## config.mk

```make
export PLATFORM = sky130hd
export DESIGN_NAME = alarm_event_tx
export DESIGN_NICKNAME = d
export VERILOG_FILES = /design/src/rtl/alarm_event_tx.sv
export SDC_FILE = /design/constraint.sdc
export NUM_CORES = 1
export LEC_CHECK = 0
export CORE_ASPECT_RATIO = 1.1
export CORE_MARGIN = 10
export CORE_UTILIZATION = 55
export CTS_CLUSTER_SIZE = 40
export DETAILED_ROUTE_END_ITERATION = 10
export HOLD_SLACK_MARGIN = 0.03
export PLACE_DENSITY = 0.78
export REMOVE_ABC_BUFFERS = 1
export SYNTH_ARGS = -nofsm -noshare
export SYNTH_HDL_FRONTEND = slang
export SYNTH_SLANG_ARGS = --single-unit
```

## constraint.sdc

```tcl
create_clock -name clk -period 2.3 [get_ports clk]
set_input_delay 0.69 -clock clk [delete_from_list [all_inputs] [get_ports clk]]
set_output_delay 0.69 -clock clk [all_outputs]
set_load 0.02 [all_outputs]
```

## src/rtl/alarm_event_tx.sv

```systemverilog
// UART 8N1 event reporter: sends one frame {1010, prev, new} for every alarm state change,
// with a one-deep pending slot that coalesces bursts and flags overrun.
module alarm_event_tx #(
   parameter int CLKS_PER_BIT = 16
) (
   input  logic       clk,
   input  logic       rst,
   input  logic       ena,
   input  logic [1:0] alarm_state,
   input  logic       overrun_clr,
   output logic       tx,
   output logic       busy,
   output logic       overrun,
   output logic [7:0] event_count
);

   localparam int BAUD_W = (CLKS_PER_BIT > 2) ? $clog2(CLKS_PER_BIT) : 1;
   localparam logic [BAUD_W-1:0] BAUD_LAST = BAUD_W'(CLKS_PER_BIT - 1);
   localparam logic [BAUD_W-1:0] BAUD_ONE  = BAUD_W'(1);

   typedef enum logic [1:0] {
      ST_IDLE  = 2'd0,
      ST_START = 2'd1,
      ST_DATA  = 2'd2,
      ST_STOP  = 2'd3
   } state_t;

   state_t              state_r, state_s;
   logic [BAUD_W-1:0]   baud_r, baud_s;
   logic [2:0]          bit_r, bit_s;
   logic [7:0]          shift_r, shift_s;
   logic                tx_s;
   logic                load_s;
   logic                baud_end_s;
   logic                change_s;
   logic                ovr_set_s;
   logic [1:0]          last_state_r;
   logic [1:0]          slot_prev_r;
   logic [1:0]          slot_new_r;
   logic                slot_valid_r;
   logic                tx_r;
   logic                busy_r;
   logic                overrun_r;
   logic [7:0]          event_count_r;

   assign baud_end_s = (baud_r == BAUD_LAST);
   assign change_s   = ena && (alarm_state != last_state_r);
   // A change that finds the slot still occupied merges into it instead of queueing.
   assign ovr_set_s  = change_s && slot_valid_r && !load_s;

   // Next-state, baud/bit counters, shift register and next line level.
   always_comb begin
      state_s = state_r;
      baud_s  = baud_r;
      bit_s   = bit_r;
      shift_s = shift_r;
      load_s  = 1'b0;
      tx_s    = 1'b1;
      case (state_r)
         ST_IDLE: begin
            baud_s = '0;
            bit_s  = 3'd0;
            if (slot_valid_r) begin
               load_s  = 1'b1;
               shift_s = {4'b1010, slot_prev_r, slot_new_r};
               state_s = ST_START;
            end else begin
               state_s = ST_IDLE;
            end
         end
         ST_START: begin
            if (baud_end_s) begin
               baud_s  = '0;
               state_s = ST_DATA;
            end else begin
               baud_s = baud_r + BAUD_ONE;
            end
         end
         ST_DATA: begin
            if (baud_end_s) begin
               baud_s  = '0;
               shift_s = {1'b0, shift_r[7:1]};
               if (bit_r == 3'd7) begin
                  bit_s   = 3'd0;
                  state_s = ST_STOP;
               end else begin
                  bit_s = bit_r + 3'd1;
               end
            end else begin
               baud_s = baud_r + BAUD_ONE;
            end
         end
         ST_STOP: begin
            if (baud_end_s) begin
               baud_s = '0;
               // Chain straight into the next frame when one is waiting.
               if (slot_valid_r) begin
                  load_s  = 1'b1;
                  shift_s = {4'b1010, slot_prev_r, slot_new_r};
                  state_s = ST_START;
               end else begin
                  state_s = ST_IDLE;
               end
            end else begin
               baud_s = baud_r + BAUD_ONE;
            end
         end
         default: begin
            state_s = ST_IDLE;
            baud_s  = '0;
            bit_s   = 3'd0;
         end
      endcase
      if (state_s == ST_START) begin
         tx_s = 1'b0;
      end else if (state_s == ST_DATA) begin
         tx_s = shift_s[0];
      end else begin
         tx_s = 1'b1;
      end
   end

   // FSM state, counters and registered line outputs.
   always_ff @(posedge clk) begin
      if (rst) begin
         state_r       <= ST_IDLE;
         baud_r        <= '0;
         bit_r         <= 3'd0;
         shift_r       <= 8'd0;
         tx_r          <= 1'b1;
         busy_r        <= 1'b0;
         event_count_r <= 8'd0;
      end else begin
         state_r <= state_s;
         baud_r  <= baud_s;
         bit_r   <= bit_s;
         shift_r <= shift_s;
         tx_r    <= tx_s;
         busy_r  <= (state_s != ST_IDLE);
         if (load_s) begin
            event_count_r <= event_count_r + 8'd1;
         end
      end
   end

   // Change tracking and the one-deep pending slot.
   always_ff @(posedge clk) begin
      if (rst) begin
         last_state_r <= 2'b00;
         slot_prev_r  <= 2'b00;
         slot_new_r   <= 2'b00;
         slot_valid_r <= 1'b0;
      end else begin
         last_state_r <= alarm_state;
         if (change_s) begin
            slot_new_r   <= alarm_state;
            slot_valid_r <= 1'b1;
            if (!slot_valid_r || load_s) begin
               slot_prev_r <= last_state_r;
            end
         end else if (load_s) begin
            slot_valid_r <= 1'b0;
         end
      end
   end

   // Sticky overrun flag; a new overrun beats a simultaneous clear.
   always_ff @(posedge clk) begin
      if (rst) begin
         overrun_r <= 1'b0;
      end else if (ovr_set_s) begin
         overrun_r <= 1'b1;
      end else if (overrun_clr) begin
         overrun_r <= 1'b0;
      end
   end

   assign tx          = tx_r;
   assign busy        = busy_r;
   assign overrun     = overrun_r;
   assign event_count = event_count_r;

endmodule

```

Word-level counts from Yosys, hierarchy flattened

Index checks and enable logic that the tools add are counted.

Register bits: 35
Input bits: 6
Output and inout bits: 11
Logic and storage cells: 66

$add $sub $neg: 3
Equal/unequal tests: 10
Mux-type cells: 24
Reductions and logical operators: 16

Operators by type and width:

| cell                                           | number |
|---|---|
| two-way mux 8 bit                              | 3 |
| case mux 8 bit (3 select lines)                | 1 |
| two-way mux 1 bit                              | 9 |
| adder 8 x 1 -> 8 bit (second input constant)   | 1 |
| two-way mux 2 bit                              | 4 |
| case mux 2 bit (4 select lines)                | 1 |
| case mux 4 bit (2 select lines)                | 1 |
| nonzero test 2 bit                             | 4 |
| == test 2 bit (second input constant)          | 3 |
| two-way mux 3 bit                              | 2 |
| case mux 3 bit (2 select lines)                | 1 |
| adder 4 x 1 -> 4 bit (second input constant)   | 1 |
| == test 2 x 1 -> 1 bit (second input constant) | 2 |
| == test 4 bit (second input constant)          | 1 |
| two-way mux 4 bit                              | 1 |
| inequality test 2 bit (second input constant)  | 2 |
| AND reduction 2 bit                            | 2 |
| adder 3 x 1 -> 3 bit (second input constant)   | 1 |
| == test 3 bit (second input constant)          | 1 |
| logical AND 1 bit                              | 3 |
| AND reduction 3 bit                            | 1 |
| nonzero test 3 bit                             | 1 |
| OR reduction 3 bit                             | 1 |
| logical NOT 1 bit                              | 2 |
| 4 further kinds                                | 4 |

Longest topological paths before layout

Depth in word-level cells: 7
Depth in mapped cells: 8
Gate-level depth less buffers: 7

Worst setup path before layout

Ideal clock, no wire load.

Path kind: reg-to-reg
From: register state_r[1]
To: register tx_r, in the netlist tx
Library setup time: 0.117 ns
Arrival: 1.671 ns
Required time: 2.183 ns
Slack: 0.512 ns
Cell stages (with the launch flop): 8
Path buffers: 0
Clock period less this slack: 1.788 ns
Path through: dfxtp_1 > inv_1 > ha_1 > a41oi_4 > nand2b_4 > o2111a_1 > and4bb_1 > nor2_1

Longest elaborated chain between the ends: 6
Elaborated cells between the ends (all ways): 14
Those cells by class: 5 x eq/ne; 8 x mux; 1 x reduce/logical

Ends and longest elaborated chain:

| item                            | line | text |
|---|---|---|
| start, declared                 | 28   | `state_t state_r, state_s;` |
| start signal, assigned          | 134  | `state_r <= state_s;` |
| two-way mux 2 bit               | 83   | `if (bit_r == 3'd7) begin` |
| two-way mux 2 bit               | 80   | `if (baud_end_s) begin` |
| case mux 2 bit (4 select lines) | 59   | `case (state_r)` |
| == test 2 bit                   | 116  | `end else if (state_s == ST_DATA) begin` |
| two-way mux 1 bit               | 116  |  |
| two-way mux 1 bit (*)           | 114  | `if (state_s == ST_START) begin` |
| end signal, assigned            | 138  | `tx_r <= tx_s;` |
| end, declared                   | 41   | `logic tx_r;` |

Every way passes the cells marked *; elsewhere a longest branch is shown, timed or not.
A chain may end at the register's enable or synchronous reset.

Worst setup path in the final report

From: register event_count_r[2], in the netlist event_count[2]
To: output event_count[2]

RTL lines:

| item                   | line | text |
|---|---|---|
| start, declared        | 44   | `logic [7:0] event_count_r;` |
| start signal, assigned | 141  | `event_count_r <= event_count_r + 8'd1;` |
| end, declared          | 14   | `output logic [7:0] event_count` |

No word-level cell between the ends.

==> flow_metrics.tcl <==
set metrics [dict create \
    status "finished clean" \
    netlist_instances 175 \
    min_path_type "register to register" \
    die_x_um 71.75 \
    relSlewSlack_pct 69.97 \
    rrSetupSlack_ns 0.31 \
    seq_area_um2 700.7 \
    dp_hpwl_um 2449 \
    portBuffers 16 \
    start_util_pct 57.81 \
    rows 20 \
    grtUsageTotal_pct 12.79 \
    reg2reg_from "state_r[1]" \
    cts-resized-gates 0 \
    r2r-end "tx" \
    num_vias 1314 \
    pwr-share-clk_pct 37.9 \
    ys_seq_area_share_pct 43.24 \
    synth_common_cells "35 x dfxtp_1, 32 x nor2_1, 13 x nand2_1" \
    clock-root-buffer "clkbuf_4" \
    drc 0 \
    finalWeightedCongestion 0.7904 \
    fmax_ghz 0.4774 \
    setup_ws_ns 0.2053 \
    routedWlPerCell_um 14.28 \
    start_kind "register" \
    crit_buf_inv 1 \
    cp_data_required_time_ns 1.61 \
    viasPerCell 5.738 \
    drv_slew 0 \
    ir_drop_v 0.0007514 \
    min_path_cells 1 \
    swShare_pct 23.00 \
    clk_pin_slew_ns 0.11 \
    netlist_top_cells_area "dfxtp_1 43%, nor2_1 7.4%, ha_1 6.2%" \
    crit_family "buffers and inverters" \
    routed_wirelength_um 3270 \
    yosysMostFrequentCell "dfxtp_1" \
    cp_slowest_cell "clkdlybuf4s50_1" \
    final_nets 209 \
    synth_edf_count 0 \
    critPathMaxFanout 5 \
    fin_tns_setup_ns 0 \
    synth_top_area_share_pct 43.24 \
    final_layout_size_suffix_gt1_share_pct 10.20 \
    fp.coreArea_um2 2803 \
    powerDensity_nw_per_um2 639.4 \
    antenna_found_initial 0 \
    post-route-period-util_pct 91.07 \
    min-delay-start "baud_r[0]" \
    worst_pin_slew_ns 0.4499 \
    rsz0062_at_grt "no" \
    grt_first_pass_wirelength_um 5892 \
    ys_types 43 \
    criticalPathCategory "register to output pin" \
    holdWs_ns 0.4652 \
    p_sw_mw 0.2799 \
    cts.sinks 35 \
    die_area_um2 5519 \
    path_cells "clkdlybuf4s50_1" \
    combPwrFrac_pct 9.6 \
    ios 17 \
    p_int_mw 0.9369 \
    grt_max_degree 18 \
    r2r_cells 7 \
    syn_avg_cell_area_um2 9.259 \
    synth_flop_cell "dfxtp_1" \
    cts_setup_buffers 0 \
    clock_path_buffers 2 \
    multi_input_area_um2 877.1 \
    critPathMaxStageDelay_ns 0.64 \
    post-place-ws_ns 0.2588 \
    cts_buffers 5 \
    hold_end "baud_r[0]" \
    yosys.area.top_type "dfxtp_1" \
    antenna_cells 0 \
    yosys_warnings 0 \
    skew_ns 0.009270 \
    htree_num_levels 2 \
    period_needed_ns 2.095 \
    setup_viol 0 \
    worstSkewPairLatency_ns 0.34 \
    firstDrtPassIters 4 \
    antenna_left 0 \
    die_y_um 76.93 \
    fill_cells 232 \
    critPathArrivalTime_ns 1.40 \
    syn_to_final_growth_pct 17.45 \
    synth_seq_cells 35 \
    grt-ovfl-total 0 \
    drt_iter0_drc 37 \
    cts_tree "built" \
    hold_violations 0 \
    syn_area_um2 1620 \
    postCtsHoldBufs 0 \
    p_total_mw 1.217 \
    leakage_nw 0.7344 \
    async_flop_share_pct 0 \
    seqPwrFrac_pct 52.6 \
    worst_setup_path_end_kind "output pin" \
    drv_cap 0 \
    grt_pass1_vias 1408 \
]
[cells in the final DEF (no fill, tap or decap), types with 3 or more instances in the layout]
master | netlist | layout
mux2i_1 | 8 | 8
nand2_1 | 13 | 13
a21oi_1 | 8 | 8
nor2_1 | 32 | 32
dfxtp_1 | 35 | 35
nand2b_1 | 3 | 3
buf_4 | 1 | 3
clkbuf_4 | 0 | 5
nand3_1 | 4 | 4
inv_1 | 4 | 4
a22oi_1 | 3 | 3
nand4_1 | 3 | 3
clkdlybuf4s50_1 | 0 | 16
o21ai_0 | 5 | 5
ha_1 | 8 | 8
xor2_1 | 9 | 9
[cells by family (layout without fill, tap and decap cells)]
group	Yosys count	after routing	share of synthesized area, %
AO/OA/AOI/OAI	32	32	14.52
AND/OR/NAND/NOR	71	71	22.55
buffers and inverters	10	31	2.625
XOR/XNOR	11	11	5.946
multiplexers	8	8	4.942
adder cells (fa/ha/maj)	8	8	6.178
flip-flops	35	35	43.24
[sequential cells by signal, indices dropped and copies added (netlist names)]
signal and cells:
baud_r 4, bit_r 3, busy 1, event_count 8, last_state_r 2, overrun 1, shift_r 8, slot_new_r 2
slot_prev_r 2, slot_valid_r 1, state_r 2, tx 1
[power groups by stage]
stage / Clock [mW] / Combinational, mW / Sequential, mW
2_1_floorplan: 0 / 0.0671 / 0.655
3_3_place_gp: 0 / 0.113 / 0.652
3_5_place_dp: 0 / 0.117 / 0.653
4_1_cts: 0.470 / 0.117 / 0.640
5_1_grt: 0.497 / 0.128 / 0.643
6_report: 0.461 / 0.116 / 0.639
[layout make-up]
type,instances,share of cell area [%]
clock buffer,6,2.696
clock inverter,2,1.841
inverter,4,0.7890
multi-input combinational,130,46.09
sequential,35,36.82
tap,33,2.170
timing repair buffer,19,9.599
[worst max-delay path by stage]
stage	start	to	slack [ns]	depth (start not counted)
final	event_count[2]	event_count[2]	0.21	1
after global routing	state_r[1]	tx	0.12	7
after CTS	event_count[2]	event_count[2]	0.19	1
after detailed placement	alarm_state[0]	slot_prev_r[1]	0.26	6
after global placement	alarm_state[1]	slot_prev_r[1]	0.31	6
after floorplan	state_r[1]	tx	0.51	7
[metal layers]
layer,GRT usage (%),vias to the layer above,share of wire (%)
met5,0,-,0
met3,4.762,7,5.0
met2,22.61,26,52
met4,5.814,0,1.9
li1,-,655,-
met1,12.78,626,41
[worst reg2reg max path: cells and delay by family, from the launching register on]
| kind | cells | cell delay, ns |
|---|---|---|
| adder cells (fa/ha/maj) | 1 | 0.28 |
| flip-flops | 1 | 0.46 |
| buffers and inverters | 1 | 0.10 |
| AO/OA/AOI/OAI | 2 | 0.60 |
| AND/OR/NAND/NOR | 3 | 0.45 |
[through the flow]
step | cell area (um2) | std cells | utilization [%]
CTS | 1903 | 229 | 67.90
detailed placement | 1817 | 221 | 64.82
finish | 1903 | 229 | 67.90
global route | 1903 | 229 | 67.90
global placement | 1817 | 221 | 64.82
floorplan | 1593 | 169 | -
Note: power is estimated with default switching activity, not from simulation.
